## config.mk

```make
export PLATFORM = sky130hd
export DESIGN_NAME = dti_fifo_rd_stream_adapter
export DESIGN_NICKNAME = d
export VERILOG_FILES = /design/src/rtl/dti_fifo_rd_adapter_buf2.sv /design/src/rtl/dti_fifo_rd_stream_adapter.sv
export SDC_FILE = /design/constraint.sdc
export NUM_CORES = 1
export LEC_CHECK = 0
export BUFFER_PORTS_ARGS = -buffer_cell sky130_fd_sc_hd__buf_4
export CORE_ASPECT_RATIO = 2
export CORE_UTILIZATION = 40
export CTS_BUF_LIST = sky130_fd_sc_hd__clkbuf_8
export DETAILED_ROUTE_END_ITERATION = 10
export GPL_ROUTABILITY_DRIVEN = 0
export HOLD_SLACK_MARGIN = 0.06
export PLACE_DENSITY = 0.6
export SLEW_MARGIN = 20
export SYNTH_ARGS = -nofsm -noshare
export SYNTH_HDL_FRONTEND = slang
export SYNTH_SLANG_ARGS = --single-unit
```

## constraint.sdc

```tcl
create_clock -name clk -period 2.8 [get_ports clk]
set_clock_uncertainty 0.05 [all_clocks]
set_input_delay 0.28 -clock clk [delete_from_list [all_inputs] [get_ports clk]]
set_output_delay 0.28 -clock clk [all_outputs]
set_load 0.03 [all_outputs]
```

## src/rtl/dti_fifo_rd_adapter_buf2.sv

```systemverilog
// Two-entry in-order register buffer; head is always entry 0, so a pop shifts entry 1 down.
// Head output is registered; push is accepted when not full or when a pop frees a slot in the same cycle.
module dti_fifo_rd_adapter_buf2 #(
  parameter int DATA_WIDTH = 21
) (
  input  logic                  clk,
  input  logic                  reset_n,
  input  logic                  push,
  input  logic [DATA_WIDTH-1:0] push_dat,
  input  logic                  pop,
  output logic [DATA_WIDTH-1:0] head_dat,
  output logic [1:0]            count
);

  localparam int DEPTH = 2;

  logic [DATA_WIDTH-1:0] ent0_q, ent0_d;
  logic [DATA_WIDTH-1:0] ent1_q, ent1_d;
  logic [1:0]            cnt_q, cnt_d;
  logic                  pop_ok;
  logic                  push_ok;

  always_comb begin
    pop_ok  = pop && (cnt_q != 2'd0);
    push_ok = push && ((cnt_q != 2'(DEPTH)) || pop_ok);
    ent0_d  = ent0_q;
    ent1_d  = ent1_q;
    cnt_d   = cnt_q;
    case ({push_ok, pop_ok})
      2'b10: begin
        if (cnt_q == 2'd0) begin
          ent0_d = push_dat;
        end else begin
          ent1_d = push_dat;
        end
        cnt_d = cnt_q + 2'd1;
      end
      2'b01: begin
        // Popping the last word leaves entry 0 untouched so the head holds its value.
        if (cnt_q == 2'(DEPTH)) begin
          ent0_d = ent1_q;
        end
        cnt_d = cnt_q - 2'd1;
      end
      2'b11: begin
        if (cnt_q == 2'(DEPTH)) begin
          ent0_d = ent1_q;
          ent1_d = push_dat;
        end else begin
          ent0_d = push_dat;
        end
      end
      default: begin
      end
    endcase
  end

  always_ff @(posedge clk or negedge reset_n) begin
    if (!reset_n) begin
      ent0_q <= '0;
      ent1_q <= '0;
      cnt_q  <= 2'd0;
    end else begin
      ent0_q <= ent0_d;
      ent1_q <= ent1_d;
      cnt_q  <= cnt_d;
    end
  end

  assign head_dat = ent0_q;
  assign count    = cnt_q;

endmodule

```

## src/rtl/dti_fifo_rd_stream_adapter.sv

```systemverilog
// Turns an async-FIFO read port (req, data next cycle) into a valid/ready stream; word latency is 2 edges after req.
// Requests are issued only while buffered plus in-flight words fit in the 2-entry buffer, so m_ready backpressure never overflows it.
module dti_fifo_rd_stream_adapter #(
  parameter int DATA_WIDTH = 21
) (
  input  logic                  clk,
  input  logic                  reset_n,
  output logic                  fifo_req,
  input  logic                  fifo_empty,
  input  logic [DATA_WIDTH-1:0] fifo_dout,
  input  logic                  fifo_error,
  output logic                  m_valid,
  output logic [DATA_WIDTH-1:0] m_data,
  input  logic                  m_ready,
  output logic                  err_sticky,
  input  logic                  err_clr,
  output logic [1:0]            level
);

  localparam int BUF_DEPTH = 2;

  logic                  pending_q, pending_d;
  logic                  err_q, err_d;
  logic                  pop;
  logic                  capture;
  logic [1:0]            count;
  logic [2:0]            in_flight;
  logic [2:0]            room;
  logic [DATA_WIDTH-1:0] head_dat;

  always_comb begin
    pop       = m_valid && m_ready;
    capture   = pending_q && !fifo_error;
    in_flight = {1'b0, count} + {2'b00, pending_q};
    room      = 3'(BUF_DEPTH) + {2'b00, pop};
    // reset_n gating keeps the request low for the whole reset window, not just after the first edge.
    fifo_req  = reset_n && !fifo_empty && (in_flight < room);
    pending_d = fifo_req;
    err_d     = err_q;
    if (err_clr) begin
      err_d = 1'b0;
    end
    if (pending_q && fifo_error) begin
      err_d = 1'b1;
    end
  end

  always_ff @(posedge clk or negedge reset_n) begin
    if (!reset_n) begin
      pending_q <= 1'b0;
      err_q     <= 1'b0;
    end else begin
      pending_q <= pending_d;
      err_q     <= err_d;
    end
  end

  dti_fifo_rd_adapter_buf2 #(
    .DATA_WIDTH (DATA_WIDTH)
  ) u_buf (
    .clk      (clk),
    .reset_n  (reset_n),
    .push     (capture),
    .push_dat (fifo_dout),
    .pop      (pop),
    .head_dat (head_dat),
    .count    (count)
  );

  assign m_valid    = (count != 2'd0);
  assign m_data     = head_dat;
  assign level      = count;
  assign err_sticky = err_q;

endmodule

```

==> flow_metrics.py <==
metrics = {
    "floorplan": {
        "initial_utilization_pct": 41.75,
        "placeable_area_mm2": 0.005185,
        "rows": 37,
        "design.portCount": 53,
        "floorplan.die.width_um": 54.02,
        "dieArea_mm2": 0.005727,
        "chipHeight_um": 106.0,
    },
    "cts": {
        "post-cts-setup-buffers": 0,
        "path_clk_slew_ns": 0.08,
        "cts_buffers": 5,
        "tritoncts_clock_tree": "yes",
        "clock_tree.root_cell": "sky130_fd_sc_hd__clkbuf_8",
        "cts-htree-levels": 2,
        "postCtsHoldBufs": 0,
        "clock_latency_at_the_later_pin_of_the_worst_skew_pair_ns": 0.29,
        "clockBufferDepth": 2,
        "tritoncts_num_sinks": 46,
        "post_cts_resized": 0,
    },
    "pwr": {
        "pwr_density_cell_mw_per_mm2": 1043,
        "post-layout-total-power_mw": 2.845,
        "worst_ir_drop_vdd_uv": 661.8,
        "static_leakage_power_nw": 1.371,
    },
    "cells_and_area": {
        "num_antenna_cells": 0,
        "fillerInstances": 492,
        "layout.nets": 231,
        "layout.area.seq_mm2": 0.001151,
        "multi_input_combinational_cell_area_um2": 958.4,
        "layoutNonFillerInstCount": 261,
        "area_growth_syn_to_layout_pct": 26.01,
        "final_layout_size_suffix_gt1_share_pct": 62.07,
    },
    "yosys": {
        "synth.avg_cell_area_um2": 14.93,
        "netlist-cell-type-count": 25,
        "synth-seq-area-share_pct": 53.18,
        "synth_edf_count": 0,
        "post_synth_instance_area_mm2": 0.002165,
        "syn-instance-count": 145,
        "postSynthNetCount": 174,
        "synth-async-reset-ratio_pct": 100.0,
        "yosysTopAreaCell": "sky130_fd_sc_hd__dfrtp_1",
        "synth.top_cells.by_count": "sky130_fd_sc_hd__dfrtp_1 (46), sky130_fd_sc_hd__mux2_2 (38), sky130_fd_sc_hd__mux2_4 (20), sky130_fd_sc_hd__mux2_1 (6), sky130_fd_sc_hd__nor2_1 (4)",
        "synthTopCellsByArea": "sky130_fd_sc_hd__dfrtp_1 (53%), sky130_fd_sc_hd__mux2_2 (20%), sky130_fd_sc_hd__mux2_4 (14%), sky130_fd_sc_hd__mux2_1 (3.1%), sky130_fd_sc_hd__ha_1 (1.2%)",
        "synthDominantCellAreaShare_pct": 53.18,
        "synth_ff_type": "sky130_fd_sc_hd__dfrtp_1",
        "synth-seq-cells": 46,
        "yosys_warnings": 0,
        "synthMostInstantiatedCell": "sky130_fd_sc_hd__dfrtp_1",
    },
    "route": {
        "drt-total-wl_um": 4002,
        "num_vias": 1336,
        "drc": 0,
        "detailedRoute.firstIterationViolations": 16,
        "avgViaCountPerCell": 5.119,
        "first_pass_iters": 3,
        "detail-route-antenna-nets": 0,
        "avgRoutedWirePerCell_um": 15.33,
    },
    "sta": {
        "layout_worst_path_cycle_share_pct": 73.33,
        "setup-tns-final_ns": 0,
        "period_minus_slack_ns": 2.053,
        "rsz0062_at_grt": "no",
        "hold-worst-slack_ns": 0.05372,
        "maxSlewHeadroom_pct": 61.39,
        "finalSetupViolCount": 0,
        "tightestPinTransition_ns": 0.5791,
        "slew_viol_final": 0,
        "final.setup.worst_slack_ns": 0.7467,
        "max_clock_freq_mhz": 487.0,
        "timing.final.hold_violations": 0,
    },
    "setup_path": {
        "critical_path_class": "register to output port",
        "critPathRequiredTime_ns": 2.47,
        "crit_fanout": 10,
        "critPathLaunchType": "register",
        "worst-endpoint-arrival_ns": 1.72,
        "r2r_cells": 5,
        "end_kind": "output port",
    },
    "grt": {
        "total_routing_resource_utilization_after_global_routing_pct": 15.71,
        "grt_pass1_vias": 1411,
        "grt_antenna_before_repair": 0,
        "global_route.overflow_total": 0,
        "grt_pass1_wl_um": 6396,
        "largest_net_degree_at_the_start_of_global_routing": 47,
    },
    "placement": {
        "hpwlAfterDp_um": 2871,
        "place.detailed.instances": 253,
        "post_place_worst_slack_ns": 0.8167,
        "number_of_buffer_cells_added_on_primary_ports": 52,
    },
    "min_path": {
        "worst_hold_path_type": "input port to asynchronous set/reset pin",
    },
    "outcome": {
        "outcome": "finished clean",
    },
    "flow_run": {
        "maxCapViolCount": 0,
    },
}
final timing paths:
| path | startpoint | end | slack (ns) |
|---|---|---|---|
| max in group asynchronous | reset_n | pending_q$_DFF_PN0_ | 2.26 |
| hold reg to reg | u_buf.ent1_q[19]$_DFFE_PN0P_ | u_buf.ent1_q[19]$_DFFE_PN0P_ | 0.44 |
| setup reg to reg | u_buf.count[1]$_DFFE_PN0P_ | u_buf.head_dat[0]$_DFFE_PN0P_ | 0.82 |
| hold / removal | reset_n | u_buf.ent1_q[13]$_DFFE_PN0P_ | 0.05 |
| setup / recovery | u_buf.count[0]$_DFFE_PN0P_ | fifo_req | 0.75 |
| min in group clk | err_clr | err_sticky$_DFFE_PN0P_ | 0.13 |
cells in the final DEF (no fill, tap or decap):
master                     netlist  routed
sky130_fd_sc_hd__buf_4           2      57
sky130_fd_sc_hd__dfrtp_1        46      46
sky130_fd_sc_hd__mux2_2         38      38
sky130_fd_sc_hd__mux2_4         20      20
sky130_fd_sc_hd__clkbuf_8        0       8
sky130_fd_sc_hd__mux2_1          6       6
sky130_fd_sc_hd__nor2_1          4       4
sky130_fd_sc_hd__nand2_1         3       3
sky130_fd_sc_hd__o21ai_1         2       2
sky130_fd_sc_hd__o21ai_0         2       2
sky130_fd_sc_hd__and3_1          2       2
sky130_fd_sc_hd__inv_1           2       2
sky130_fd_sc_hd__a21oi_1         2       2
sky130_fd_sc_hd__ha_1            2       2
sky130_fd_sc_hd__or2_2           1       1
sky130_fd_sc_hd__nand2b_1        1       1
sky130_fd_sc_hd__nor2_2          1       1
sky130_fd_sc_hd__nor2b_1         1       1
sky130_fd_sc_hd__a21o_1          1       1
sky130_fd_sc_hd__a22oi_2         0       1
sky130_fd_sc_hd__nor3_1          1       1
sky130_fd_sc_hd__xnor2_1         1       1
sky130_fd_sc_hd__mux2i_1         1       1
cells by family after synthesis:
group	after synthesis	synth area share (%)
AOI/OAI and AO/OA	8	2.081
xor gates and xnor gates	1	0.4047
adders and majority gates	2	1.156
buffers and inverters	9	2.774
DFF	46	53.18
muxes	65	37.23
and+or+nand+nor	14	3.179
power breakdown:
group	switching, mW	internal, mW
clock	0.211	0.249
combinational	0.618	0.633
sequential	0.164	0.969
per-layer routing:
layer,share of wire (%),track usage [%],vias up
met5,0,0,-
met4,2.0,7.692,0
met3,5.2,3.720,7
met2,58,29.19,41
met1,34,14.67,664
li1,-,-,624
metrics by stage:
step / util [%] / cell area (µm²)
after floorplan: - / 2165
after global placement: 50.48 / 2618
after detailed placement: 50.48 / 2618
after CTS: 52.61 / 2728
after global routing: 52.61 / 2728
final: 52.61 / 2728
worst max-delay path, stage by stage, from the launching register on:
cell and delay [ns]:
sky130_fd_sc_hd__dfrtp_1 0.48, sky130_fd_sc_hd__ha_1 0.25, sky130_fd_sc_hd__ha_1 0.27, sky130_fd_sc_hd__o21ai_0 0.07, sky130_fd_sc_hd__and3_1 0.20, sky130_fd_sc_hd__buf_4 0.17
registers in the layout (all words and copies together) (netlist names):
signal          flops
u_buf.ent1_q       21
u_buf.head_dat     21
err_sticky          1
u_buf.count         2
pending_q           1
layout make-up:
cell class              count  area share (%)
inverters                   2          0.2752
flip-flops and latches     46           42.20
repair buffers             57           15.69
well taps                  58           2.661
multi-input cells          90           35.14
clock buffers               8           4.037
No activity file was read; power rests on OpenSTA's default activity.
